==> config.mk <==
export PLATFORM = sky130hd
export DESIGN_NAME = sram_bus_responder
export DESIGN_NICKNAME = d
export VERILOG_FILES = /design/src/rtl/sram_bus_responder.sv
export SDC_FILE = /design/constraint.sdc
export NUM_CORES = 1
export LEC_CHECK = 0
export ABC_CLOCK_PERIOD_IN_PS = 5780
export CORE_MARGIN = 2
export CORE_UTILIZATION = 60
export DETAILED_ROUTE_END_ITERATION = 12
export DONT_BUFFER_PORTS = 1
export PLACE_DENSITY = 0.76
export SETUP_SLACK_MARGIN = 0.5
export SKIP_CTS_REPAIR_TIMING = 1
export SLEW_MARGIN = 20
export SYNTH_ARGS = -nofsm -noshare
export SYNTH_HDL_FRONTEND = slang
export SYNTH_SLANG_ARGS = --single-unit
==> constraint.sdc <==
create_clock -name clock -period 5.78 [get_ports clock]
set_input_delay 0.867 -clock clock [delete_from_list [all_inputs] [get_ports clock]]
set_output_delay 0.867 -clock clock [all_outputs]
set_load 0.02 [all_outputs]
==> src/rtl/sram_bus_responder.sv <==
// Bus-side responder for a 512x32 on-chip SRAM.
// Decodes a transaction start address against the SRAM window, then streams
// read words from the SRAM onto the bus or commits incoming bus words into
// the SRAM. Read bursts finish with an end-of-transaction pulse. Range,
// alignment and write-overrun faults produce a one-cycle error pulse.
// The SRAM itself lives outside this block: it has a registered read port,
// so read data appears one cycle after the address is presented.
module sram_bus_responder #(
  parameter logic [31:0] BASE_ADDRESS = 32'h4000_0000
) (
  input  logic        clock,
  input  logic        reset,
  input  logic [31:0] busIn_address_data,
  input  logic        busIn_begin_transaction,
  input  logic        busIn_read_n_write,
  input  logic [7:0]  busIn_burst_size,
  input  logic        busIn_data_valid,
  input  logic        busIn_end_transaction,
  input  logic        busIn_error,
  output logic [31:0] busOut_address_data,
  output logic        busOut_data_valid,
  output logic        busOut_end_transaction,
  output logic        busOut_busy,
  output logic        busOut_error,
  output logic        SRAM_write_enable,
  output logic [8:0]  SRAM_address,
  output logic [31:0] SRAM_data,
  input  logic [31:0] SRAM_result
);

  typedef enum logic [2:0] {
    IDLE        = 3'd0,
    WRITE_BURST = 3'd1,
    READ_WAIT   = 3'd2,
    READ_BURST  = 3'd3,
    READ_END    = 3'd4,
    ERROR       = 3'd5
  } state_t;

  // Window is 2 KiB: 512 words of 4 bytes.
  localparam logic [31:0] WINDOW_BYTES = 32'd2048;
  localparam logic [9:0]  LAST_WORD    = 10'd511;

  state_t      state_reg, state_next;
  logic [8:0]  index_reg, index_next;
  logic [7:0]  count_reg, count_next;
  logic [7:0]  last_reg,  last_next;
  // Set once last+1 words have been written; count alone cannot express
  // 256 accepted words in 8 bits, so overrun detection uses this flag.
  logic        full_reg,  full_next;

  logic        data_valid_reg;
  logic        end_reg;
  logic        error_reg;

  logic [31:0] offset;
  logic        addr_hit;
  logic [9:0]  span_end;
  logic        req_valid;
  logic        write_state;
  logic        word_commit;
  logic        write_overrun;

  // Start-address decode: window hit, then alignment and burst fit.
  always_comb begin
    offset    = busIn_address_data - BASE_ADDRESS;
    addr_hit  = (busIn_address_data >= BASE_ADDRESS) && (offset < WINDOW_BYTES);
    span_end  = {1'b0, offset[10:2]} + {2'b00, busIn_burst_size};
    req_valid = (offset[1:0] == 2'b00) && (span_end <= LAST_WORD);
  end

  // Write-path qualification: an abort kills the word in the same cycle,
  // and a word beyond the latched burst length is never committed.
  always_comb begin
    write_state   = (state_reg == WRITE_BURST);
    word_commit   = write_state && busIn_data_valid && !busIn_error && !full_reg;
    write_overrun = write_state && busIn_data_valid && !busIn_error && full_reg;
  end

  // Next-state and datapath update; abort outranks end, which outranks flow.
  always_comb begin
    state_next = state_reg;
    index_next = index_reg;
    count_next = count_reg;
    last_next  = last_reg;
    full_next  = full_reg;
    case (state_reg)
      IDLE: begin
        if (busIn_begin_transaction && addr_hit) begin
          if (req_valid) begin
            index_next = offset[10:2];
            count_next = 8'd0;
            last_next  = busIn_burst_size;
            full_next  = 1'b0;
            state_next = busIn_read_n_write ? READ_WAIT : WRITE_BURST;
          end else begin
            state_next = ERROR;
          end
        end
      end
      WRITE_BURST: begin
        if (word_commit) begin
          index_next = index_reg + 9'd1;
          count_next = count_reg + 8'd1;
          if (count_reg == last_reg) begin
            full_next = 1'b1;
          end
        end
        if (busIn_error || busIn_end_transaction) begin
          state_next = IDLE;
        end else if (write_overrun) begin
          state_next = ERROR;
        end
      end
      READ_WAIT: begin
        if (busIn_error || busIn_end_transaction) begin
          state_next = IDLE;
        end else begin
          index_next = index_reg + 9'd1;
          state_next = READ_BURST;
        end
      end
      READ_BURST: begin
        if (busIn_error || busIn_end_transaction) begin
          state_next = IDLE;
        end else begin
          index_next = index_reg + 9'd1;
          count_next = count_reg + 8'd1;
          if (count_reg == last_reg) begin
            state_next = READ_END;
          end
        end
      end
      READ_END: state_next = IDLE;
      ERROR:    state_next = IDLE;
      default:  state_next = IDLE;
    endcase
  end

  // State, datapath registers and registered bus status outputs.
  always_ff @(posedge clock) begin
    if (reset) begin
      state_reg      <= IDLE;
      index_reg      <= 9'd0;
      count_reg      <= 8'd0;
      last_reg       <= 8'd0;
      full_reg       <= 1'b0;
      data_valid_reg <= 1'b0;
      end_reg        <= 1'b0;
      error_reg      <= 1'b0;
    end else begin
      state_reg      <= state_next;
      index_reg      <= index_next;
      count_reg      <= count_next;
      last_reg       <= last_next;
      full_reg       <= full_next;
      data_valid_reg <= (state_next == READ_BURST);
      end_reg        <= (state_next == READ_END);
      error_reg      <= (state_next == ERROR);
    end
  end

  // Bus and SRAM port drive; read data passes straight from the SRAM port.
  always_comb begin
    busOut_data_valid      = data_valid_reg;
    busOut_address_data    = data_valid_reg ? SRAM_result : 32'd0;
    busOut_end_transaction = end_reg;
    busOut_error           = error_reg;
    busOut_busy            = 1'b0;
    SRAM_address           = index_reg;
    SRAM_data              = busIn_address_data;
    SRAM_write_enable      = word_commit && !reset;
  end

endmodule

==> flow_summary.json <==
{
  "synth_area_sq_um": 2360,
  "grt_use_total_pct": 26.3,
  "final_net_count": 353,
  "mappedNetlistNets": 387,
  "switchingPower_uw": 101,
  "synth_commonest_cells": "and2_1, buf_4, dfxtp_1, nor2_1, nand2_1",
  "synth_warnings": 0,
  "async_reset_ff_share_pct": 0,
  "status": "finished, final reports clean",
  "arrival_ns": 2.95,
  "power.share.switching_pct": 22.0,
  "ff2ff_path_depth": 5,
  "synth.distinct_cells": 44,
  "grt_first_pass_wirelength_um": 8670,
  "tightest_slew_ns": 1.12,
  "syn_to_final_growth_pct": -4.40,
  "setup_viol": 0,
  "largest_register_ffs": 9,
  "dp_hpwl_um": 4720,
  "drc": 0,
  "antenna_found_initial": 0,
  "path_cells": "ha_1 -> a211oi_1 -> o211ai_1 -> a2111oi_4 -> o311ai_1 -> buf_4 -> or3_1 -> a21oi_1",
  "vias_per_cell": 6.21,
  "die_x_um": 66.7,
  "seqPwrFrac_pct": 48.2,
  "clock_path_buffers": 2,
  "whs_ns": 0.494,
  "wirelength_um": 5810,
  "required_ns": 6.01,
  "vdd_drop_max_uv": 125,
  "synth_seq_cells": 32,
  "holdPathStages": 2,
  "clkTransAtPathRegs_ns": 0.07,
  "critPathKind": "in2reg",
  "p_leak_uw": 0.000996,
  "initial_core_util_pct": 63.5,
  "clkLatencyLatePin_ns": 0.30,
  "pwr-share-clk_pct": 47.7,
  "drv_cap": 0,
  "routedWlPerCell_um": 18.5,
  "min_to": "full_reg",
  "clockRootBuffer": "clkbuf_8",
  "cpPeakStageDelay_ns": 0.51,
  "overflow": 0,
  "fin_skew_ns": 0.00611,
  "io_pins": 157,
  "finalHoldViolations": 0,
  "numPortBuffers": 0,
  "combPwrFrac_pct": 4.0,
  "cts.sinks": 32,
  "holdCritStartpoint": "full_reg",
  "routabilityCongestion": 0.839,
  "nFillCells": 344,
  "synth.area.top_cells": "dfxtp_1, buf_4, and2_1",
  "avgSynthCellArea_sq_um": 7.91,
  "cp_slowest_cell": "a2111oi_4",
  "fin_crit_sh_pct": 46.9,
  "die_area_sq_um": 4450,
  "postRouteAntennaNets": 0,
  "crit_fanout": 11,
  "ys_seq_area_share_pct": 27.2,
  "fmax_mhz": 369,
  "fp.dieH_um": 66.7,
  "worstSetupEndpointType": "register",
  "grt_max_degree": 34,
  "final_layout_size_suffix_gt1_share_pct": 6.04,
  "fp-row-count": 22,
  "synth_most_common_cell": "and2_1",
  "htree_num_levels": 2,
  "synth_top_flop_cell": "dfxtp_1",
  "antennaDiodeCount": 0,
  "finalCriticalPeriod_ns": 2.71,
  "synth_edf_count": 0,
  "cts_tree": "built",
  "rrSetupSlack_ns": 3.77,
  "p_total_uw": 457,
  "r2r_start": "state_reg[1]",
  "pwr_density_cell_nw_per_um2": 203,
  "drtIter0Drc": 87,
  "numCtsBuffers": 5,
  "syn-instance-count": 298,
  "start_kind": "primary input",
  "core_sq_um": 3720,
  "r2r_end": "count_reg[4]",
  "slew_headroom_pct": 24.9,
  "firstDrtPassIters": 4,
  "intPower_uw": 356,
  "yosysTopAreaCell": "dfxtp_1",
  "drv_slew": 0,
  "dr_total_vias": 1944,
  "final.setup.tns_ns": 0,
  "synth_top_area_share_pct": 27.2,
  "worstHoldPathType": "reg2reg",
  "grt_setup_unrepaired": "false",
  "grt_pass1_vias": 1744
}
[critical path, delay by kind of cell]
kind | cells | cell delay [ns]
simple gates | 1 | 0.35
compound gates | 5 | 1.23
fa+ha+maj | 1 | 0.29
buf+inv | 1 | 0.20
[metrics by stage]
stage	utilization [%]	area [sq um]	setup WS, ns	instances
2_1_floorplan	-	2360	3.03	298
5_1_grt	60.7	2250	2.93	313
6_report	60.7	2250	3.07	313
3_3_place_gp	57.7	2140	2.86	305
3_5_place_dp	57.7	2140	2.81	305
4_1_cts	60.7	2250	3.09	313
[cells by family after synthesis]
logic type,after synthesis,share of synthesized area (%)
buf+inv,46,12.6
fa+ha+maj,10,5.31
compound gates,51,14.6
xor+xnor,11,4.08
simple gates,133,30.1
other cells,1,0.159
mux,14,5.94
flops,32,27.2
[cells in the final DEF, fill, tap and decap left out, types with 2 or more instances in the layout]
cell      instances
o211ai_1          5
nor2_1           30
o31ai_1           6
dfxtp_1          32
nor4b_2           2
nor3_1            3
a211oi_1          3
nand3_1          11
a31oi_1           2
nor4_1            7
and3_1            4
inv_1             4
xor2_1           11
a21oi_1          12
ha_1             10
and2_1           35
o21ai_0          13
mux2i_1          14
nand4b_1          2
or2_2             3
nand2_1          25
clkbuf_8          5
or3_1             2
nor2b_1           3
[power groups by stage]
stage	Sequential (uW)	Clock [uW]	Combinational (uW)
2_1_floorplan	225	0	50.2
3_3_place_gp	225	0	17.8
3_5_place_dp	225	0	17.9
4_1_cts	220	220	18.2
5_1_grt	220	230	21.4
6_report	220	218	18.3
[layer usage]
| metal | wire length, um | up-vias | track usage (%) |
|---|---|---|---|
| met5 | 0 | - | 0 |
| met4 | 92 | 0 | 8.42 |
| met1 | 2440 | 895 | 35.0 |
| met2 | 2690 | 99 | 40.9 |
| li1 | - | 940 | - |
| met3 | 587 | 10 | 7.60 |
[how the worst max path moves through the flow]
| stage | start | endpoint | cells after the start |
|---|---|---|---|
| final | busIn_address_data[8] | SRAM_address[0] | 8 |
| after global routing | busIn_address_data[8] | SRAM_address[0] | 8 |
| after CTS | busIn_address_data[8] | SRAM_address[0] | 8 |
| after detailed placement | busIn_address_data[8] | SRAM_address[0] | 8 |
| after global placement | busIn_address_data[3] | SRAM_address[0] | 8 |
| after floorplan | busIn_address_data[8] | SRAM_address[7] | 8 |
[layout make-up]
type	count	area (sq um)	share of cell area, %
repair buffers	1	7.51	0.333
inverters	4	15.0	0.666
well taps	48	60.1	2.66
clock inverters	3	42.5	1.89
clock buffers	5	68.8	3.05
multi-input cells	220	1420	63.0
flip-flops and latches	32	641	28.4
Note: power is estimated with default switching activity, not from simulation.
